[config.mk]
export PLATFORM = sky130hd
export DESIGN_NAME = fractal_sync_req_arbiter
export DESIGN_NICKNAME = d
export VERILOG_FILES = /design/src/rtl/fractal_sync_req_arbiter.sv
export SDC_FILE = /design/constraint.sdc
export NUM_CORES = 1
export LEC_CHECK = 0
export BUFFER_PORTS_ARGS = -buffer_cell sky130_fd_sc_hd__clkbuf_2
export CAP_MARGIN = 20
export CORE_UTILIZATION = 43
export CTS_CLUSTER_DIAMETER = 120
export CTS_CLUSTER_SIZE = 10
export DETAILED_ROUTE_END_ITERATION = 6
export GPL_TIMING_DRIVEN = 0
export PLACE_DENSITY = 0.79
export SLEW_MARGIN = 20
export SYNTH_ARGS = -nofsm -noshare
export SYNTH_HDL_FRONTEND = slang
export SYNTH_SLANG_ARGS = --single-unit
[constraint.sdc]
create_clock -name clk_i -period 1.8 [get_ports clk_i]
set_input_delay 0.36 -clock clk_i [delete_from_list [all_inputs] [get_ports clk_i]]
set_output_delay 0.36 -clock clk_i [all_outputs]
set_load 0.01 [all_outputs]
[src/rtl/fractal_sync_req_arbiter.sv]
// Round-robin arbiter sharing one fractal-sync master port between N_REQ local requesters.
// Only one barrier is in flight at a time: accept, sync pulse, wait for wake/error, respond.
module fractal_sync_req_arbiter #(
   parameter int unsigned N_REQ       = 2,
   parameter int unsigned AGGR_W      = 8,
   parameter int unsigned ID_W        = 8,
   parameter int unsigned TIMEOUT_W   = 16,
   parameter int unsigned TIMEOUT_CYC = 0
) (
   input  logic                     clk_i,
   input  logic                     rst_i,
   input  logic                     clear_i,
   input  logic [N_REQ-1:0]         req_valid_i,
   output logic [N_REQ-1:0]         req_ready_o,
   input  logic [N_REQ*AGGR_W-1:0]  req_aggr_i,
   input  logic [N_REQ*ID_W-1:0]    req_id_i,
   output logic [N_REQ-1:0]         rsp_valid_o,
   output logic                     rsp_error_o,
   output logic                     rsp_timeout_o,
   output logic                     fsync_sync_o,
   output logic [AGGR_W-1:0]        fsync_aggr_o,
   output logic [ID_W-1:0]          fsync_id_req_o,
   input  logic                     fsync_wake_i,
   input  logic                     fsync_error_i,
   output logic                     busy_o,
   output logic                     spurious_o,
   output logic [1:0]               state_o
);

   // Handshake: a requester holds req_valid_i and its aggr/id stable until it sees its
   // req_ready_o bit high for one cycle; that cycle is the accept. The single-cycle
   // rsp_valid_o pulse later returns completion, qualified by rsp_error_o/rsp_timeout_o.

   localparam int unsigned PTR_W = (N_REQ > 1) ? $clog2(N_REQ) : 1;
   localparam logic [TIMEOUT_W-1:0] TMO_LAST =
      TIMEOUT_W'((TIMEOUT_CYC == 0) ? 0 : TIMEOUT_CYC - 1);

   typedef enum logic [1:0] {
      IDLE  = 2'd0,
      ISSUE = 2'd1,
      WAIT  = 2'd2,
      RESP  = 2'd3
   } state_e;

   state_e               state_q, state_d;
   logic [PTR_W-1:0]     rr_ptr_q, rr_ptr_d;
   logic [PTR_W-1:0]     grant_q, grant_d;
   logic [PTR_W-1:0]     gnt_idx;
   logic                 gnt_found;
   logic [AGGR_W-1:0]    aggr_q, aggr_d;
   logic [ID_W-1:0]      id_q, id_d;
   logic                 err_q, err_d;
   logic                 tmo_q, tmo_d;
   logic [TIMEOUT_W-1:0] cnt_q, cnt_d;
   logic                 abort;

   assign abort = rst_i | clear_i;

   // First pending requester at or after the round-robin pointer, wrapping.
   always_comb begin : grant_search
      logic [PTR_W-1:0] cand;
      gnt_found = 1'b0;
      gnt_idx   = '0;
      cand      = '0;
      for (int unsigned k = 0; k < N_REQ; k++) begin
         cand = PTR_W'((32'(rr_ptr_q) + k) % N_REQ);
         if (!gnt_found && req_valid_i[cand]) begin
            gnt_found = 1'b1;
            gnt_idx   = cand;
         end
      end
   end

   always_comb begin
      state_d        = state_q;
      rr_ptr_d       = rr_ptr_q;
      grant_d        = grant_q;
      aggr_d         = aggr_q;
      id_d           = id_q;
      err_d          = err_q;
      tmo_d          = tmo_q;
      cnt_d          = cnt_q;
      req_ready_o    = '0;
      rsp_valid_o    = '0;
      rsp_error_o    = 1'b0;
      rsp_timeout_o  = 1'b0;
      fsync_sync_o   = 1'b0;
      fsync_aggr_o   = '0;
      fsync_id_req_o = '0;
      spurious_o     = 1'b0;

      case (state_q)
         IDLE: begin
            spurious_o = fsync_wake_i | fsync_error_i;
            if (gnt_found) begin
               req_ready_o[gnt_idx] = 1'b1;
               grant_d = gnt_idx;
               aggr_d  = req_aggr_i[32'(gnt_idx)*AGGR_W +: AGGR_W];
               id_d    = req_id_i[32'(gnt_idx)*ID_W +: ID_W];
               err_d   = 1'b0;
               tmo_d   = 1'b0;
               state_d = ISSUE;
            end
         end
         ISSUE: begin
            fsync_sync_o   = 1'b1;
            fsync_aggr_o   = aggr_q;
            fsync_id_req_o = id_q;
            cnt_d          = '0;
            // The network may answer in the same cycle it sees the sync pulse.
            if (fsync_error_i) begin
               err_d   = 1'b1;
               state_d = RESP;
            end else if (fsync_wake_i) begin
               state_d = RESP;
            end else begin
               state_d = WAIT;
            end
         end
         WAIT: begin
            if (cnt_q != {TIMEOUT_W{1'b1}}) cnt_d = cnt_q + 1'b1;
            if (fsync_error_i) begin
               err_d   = 1'b1;
               state_d = RESP;
            end else if (fsync_wake_i) begin
               state_d = RESP;
            end else if ((TIMEOUT_CYC != 0) && (cnt_q == TMO_LAST)) begin
               err_d   = 1'b1;
               tmo_d   = 1'b1;
               state_d = RESP;
            end
         end
         RESP: begin
            spurious_o           = fsync_wake_i | fsync_error_i;
            rsp_valid_o[grant_q] = 1'b1;
            rsp_error_o          = err_q;
            rsp_timeout_o        = tmo_q;
            rr_ptr_d             = PTR_W'((32'(grant_q) + 32'd1) % N_REQ);
            cnt_d                = '0;
            state_d              = IDLE;
         end
         default: state_d = IDLE;
      endcase

      // An abort drops whatever is in flight, including a pending accept or response.
      if (abort) begin
         req_ready_o    = '0;
         rsp_valid_o    = '0;
         rsp_error_o    = 1'b0;
         rsp_timeout_o  = 1'b0;
         fsync_sync_o   = 1'b0;
         fsync_aggr_o   = '0;
         fsync_id_req_o = '0;
         spurious_o     = 1'b0;
      end
   end

   always_ff @(posedge clk_i) begin
      if (abort) begin
         state_q  <= IDLE;
         rr_ptr_q <= '0;
         grant_q  <= '0;
         aggr_q   <= '0;
         id_q     <= '0;
         err_q    <= 1'b0;
         tmo_q    <= 1'b0;
         cnt_q    <= '0;
      end else begin
         state_q  <= state_d;
         rr_ptr_q <= rr_ptr_d;
         grant_q  <= grant_d;
         aggr_q   <= aggr_d;
         id_q     <= id_d;
         err_q    <= err_d;
         tmo_q    <= tmo_d;
         cnt_q    <= cnt_d;
      end
   end

   assign busy_o  = (state_q != IDLE);
   assign state_o = state_q;

endmodule
==> metrics.yaml <==
status: "complete, but fails checks"
violations: "setup timing"
setup-tns-final_ns: -0.0570
clockBufferDepth: 2
clock_sinks: 21
numPlacedInstances: 219
ir_drop_mv: 0.357
crit_family: "flip-flops"
die_x_microns: 53.7
hold_viol_final: 0
fillCellCount: 198
required_ns: 1.44
rsz0062_at_grt: "yes"
worst_ep_arrival_time_ns: 1.50
grt-busiest-layer: "met2"
core-area_sq_um: 2500
synth.area.top_cells: "dfxtp_1 (37%), and3_1 (17%), a221o_1 (12%)"
ys_ff_latch: 21
netlist_area_sq_um: 1150
power.leakage_nw: 0.966
endpoint: "req_ready_o[1]"
final_cells: 239
ys_types: 33
setup_viol: 1
fin_util: 0.699
yosysTopAreaCellShare: 0.366
r2r.worst_path.cells: 7
dr_total_vias: 1357
die_y_microns: 53.7
grtUsageMet3: 0.0367
floorplan.initialDensity: 0.459
wl_per_cell_microns: 14.2
grtUsageMet1: 0.307
final-max-slew-violation-count: 0
worstPathCellList: "inv_4 > ha_4 > inv_4 > nor4_4 > buf_6 > buf_6"
setup_ws_ns: -0.0570
grt_pass1_wl_microns: 4980
max_freq_mhz: 538
antenna_left: 0
diodes: 0
synth_common_cells: "and3_1 (31), dfxtp_1 (21), a221o_1 (14)"
synth_largest_area_cell: "dfxtp_1"
p_per_area_nw_per_um2: 555
clkTransAtPathRegs_ns: 0.11
num_io_pins: 66
critPathMaxFanout: 3
finalNetCount: 254
avgSynthCellArea_sq_um: 9.19
grt_max_degree: 16
regArea_sq_um: 428
gp_congestion: 0.791
rrSetupSlack_ns: 0.08
startpoint: "state_o[0]$_SDFFE_PN0P_"
period_minus_slack_ns: 1.86
hold_path.startpoint: "req_id_i[14]"
use_met2: 0.399
htree_levels: 1
finalWirelength_microns: 3400
r2r_start: "state_o[0]$_SDFFE_PN0P_"
grtUsageTotal: 0.241
slowest_stage: "dfxtp_4"
dieArea_sq_um: 2880
cts_root_buffer: "clkbuf_4"
placementRows: 18
final.period_utilization: 1.03
worstSkewPairLatency_ns: 0.29
cpPeakStageDelay_ns: 0.38
cts_tree: "yes"
cp.depth: 6
drt_iter0_drc: 42
synth_nets: 169
ys_seq_area_frac: 0.366
layout-drive-gt1-share: 0.502
drc: 0
grt_overflow: 0
hp-class: "in2reg"
io_buffers: 64
cts-buffers-inserted: 3
crit_type: "reg2out"
crit_path_start_kind: "flop"
crit_buf_inv: 4
syn_inst: 125
synth_edf_count: 0
antenna_found_initial: 0
max_cap_violations: 0
grt_pass1_vias: 1139
async_flop_share: 0
yosys_warnings: 0
multi_input_area_sq_um: 677
reg2reg_to: "aggr_q[6]$_SDFFE_PN0P_"
synthMostInstantiatedCell: "and3_1"
dp_hpwl_microns: 2280
end_kind: "output port"
cts-hold-fix-buffers: 0
synthFlopType: "dfxtp_1"
area_delta_synth_final_pct: 52.1
routed_via_density: 5.68
first_pass_iters: 4
finClkSkew_ns: 0.00387
-- registers in the layout (all words and copies together), names as in the netlist --
signal / cells
aggr_q: 8
id_q: 8
state_o: 2
err_q: 1
grant_q: 1
rr_ptr_q: 1
-- report_power, final --
group / total, W / switching, W / internal, W
Sequential: 0.000499 / 0.0000126 / 0.000486
Clock: 0.000221 / 0.000135 / 0.0000862
Combinational: 0.000250 / 0.000120 / 0.000130
Total: 0.000970 / 0.000267 / 0.000702
-- worst min path at each step --
stage	slack [ns]	end	cells after the start
4_1_cts	0.27	id_q[6]$_SDFFE_PN0P_	2
2_1_floorplan	0.47	grant_q$_SDFFE_PN0P_	1
3_3_place_gp	0.50	grant_q$_SDFFE_PN0P_	1
3_5_place_dp	0.49	grant_q$_SDFFE_PN0P_	1
5_1_grt	0.27	id_q[1]$_SDFFE_PN0P_	2
6_report	0.28	id_q[6]$_SDFFE_PN0P_	2
-- final cells by class --
cell class                 count  share of cell area
sequential                    21               0.245
tap                           30              0.0215
clock buffer                   4              0.0150
multi-input combinational     89               0.388
timing repair buffer          81               0.269
buffer                         9              0.0451
inverter                       5              0.0165
-- layout by cell type (no fill, tap or decap), types with 4 or more instances in the layout --
cell	synthesis	routed
dfxtp_1	21	19
o21ai_0	4	4
buf_6	3	5
clkbuf_4	0	4
buf_4	1	16
a221o_1	14	14
and3_1	31	31
nor2_1	5	4
clkbuf_2	0	64
-- layer usage --
layer | part of all wire | up-vias
met2 | 0.47 | 69
li1 | - | 643
met4 | 0.021 | 0
met5 | 0 | -
met3 | 0.073 | 8
met1 | 0.44 | 637
-- logic make-up after synthesis --
logic type	count (synthesis)	share of synthesized area
simple gates	52	0.287
compound gates	30	0.208
flops	21	0.366
buf+inv	15	0.0730
fa+ha+maj	5	0.0545
mux	1	0.00871
other cells	1	0.00326
-- per-stage QoR --
stage / setup WS, ns / cell area, sq um / power [W] / hold slack, ns
finish: -0.0570 / 1750 / 0.000970 / 0.277
global route: -0.116 / 1750 / 0.00102 / 0.266
CTS: -0.0288 / 1660 / 0.000943 / 0.272
detailed placement: -0.501 / 1510 / 0.000694 / 0.493
global placement: -0.425 / 1510 / 0.000686 / 0.495
floorplan: 0.0676 / 1150 / 0.000609 / 0.472
-- repair_timing --
action / CTS / global route
pin swaps: 2 / 3
cloned: 0 / 0
setup buffers: 8 / 9
endpoints found under the setup margin: 27 / 29
gates resized for setup: 23 / 13
endpoints found under the hold margin: 0 / 0
Power figures use the tool's default switching activity.
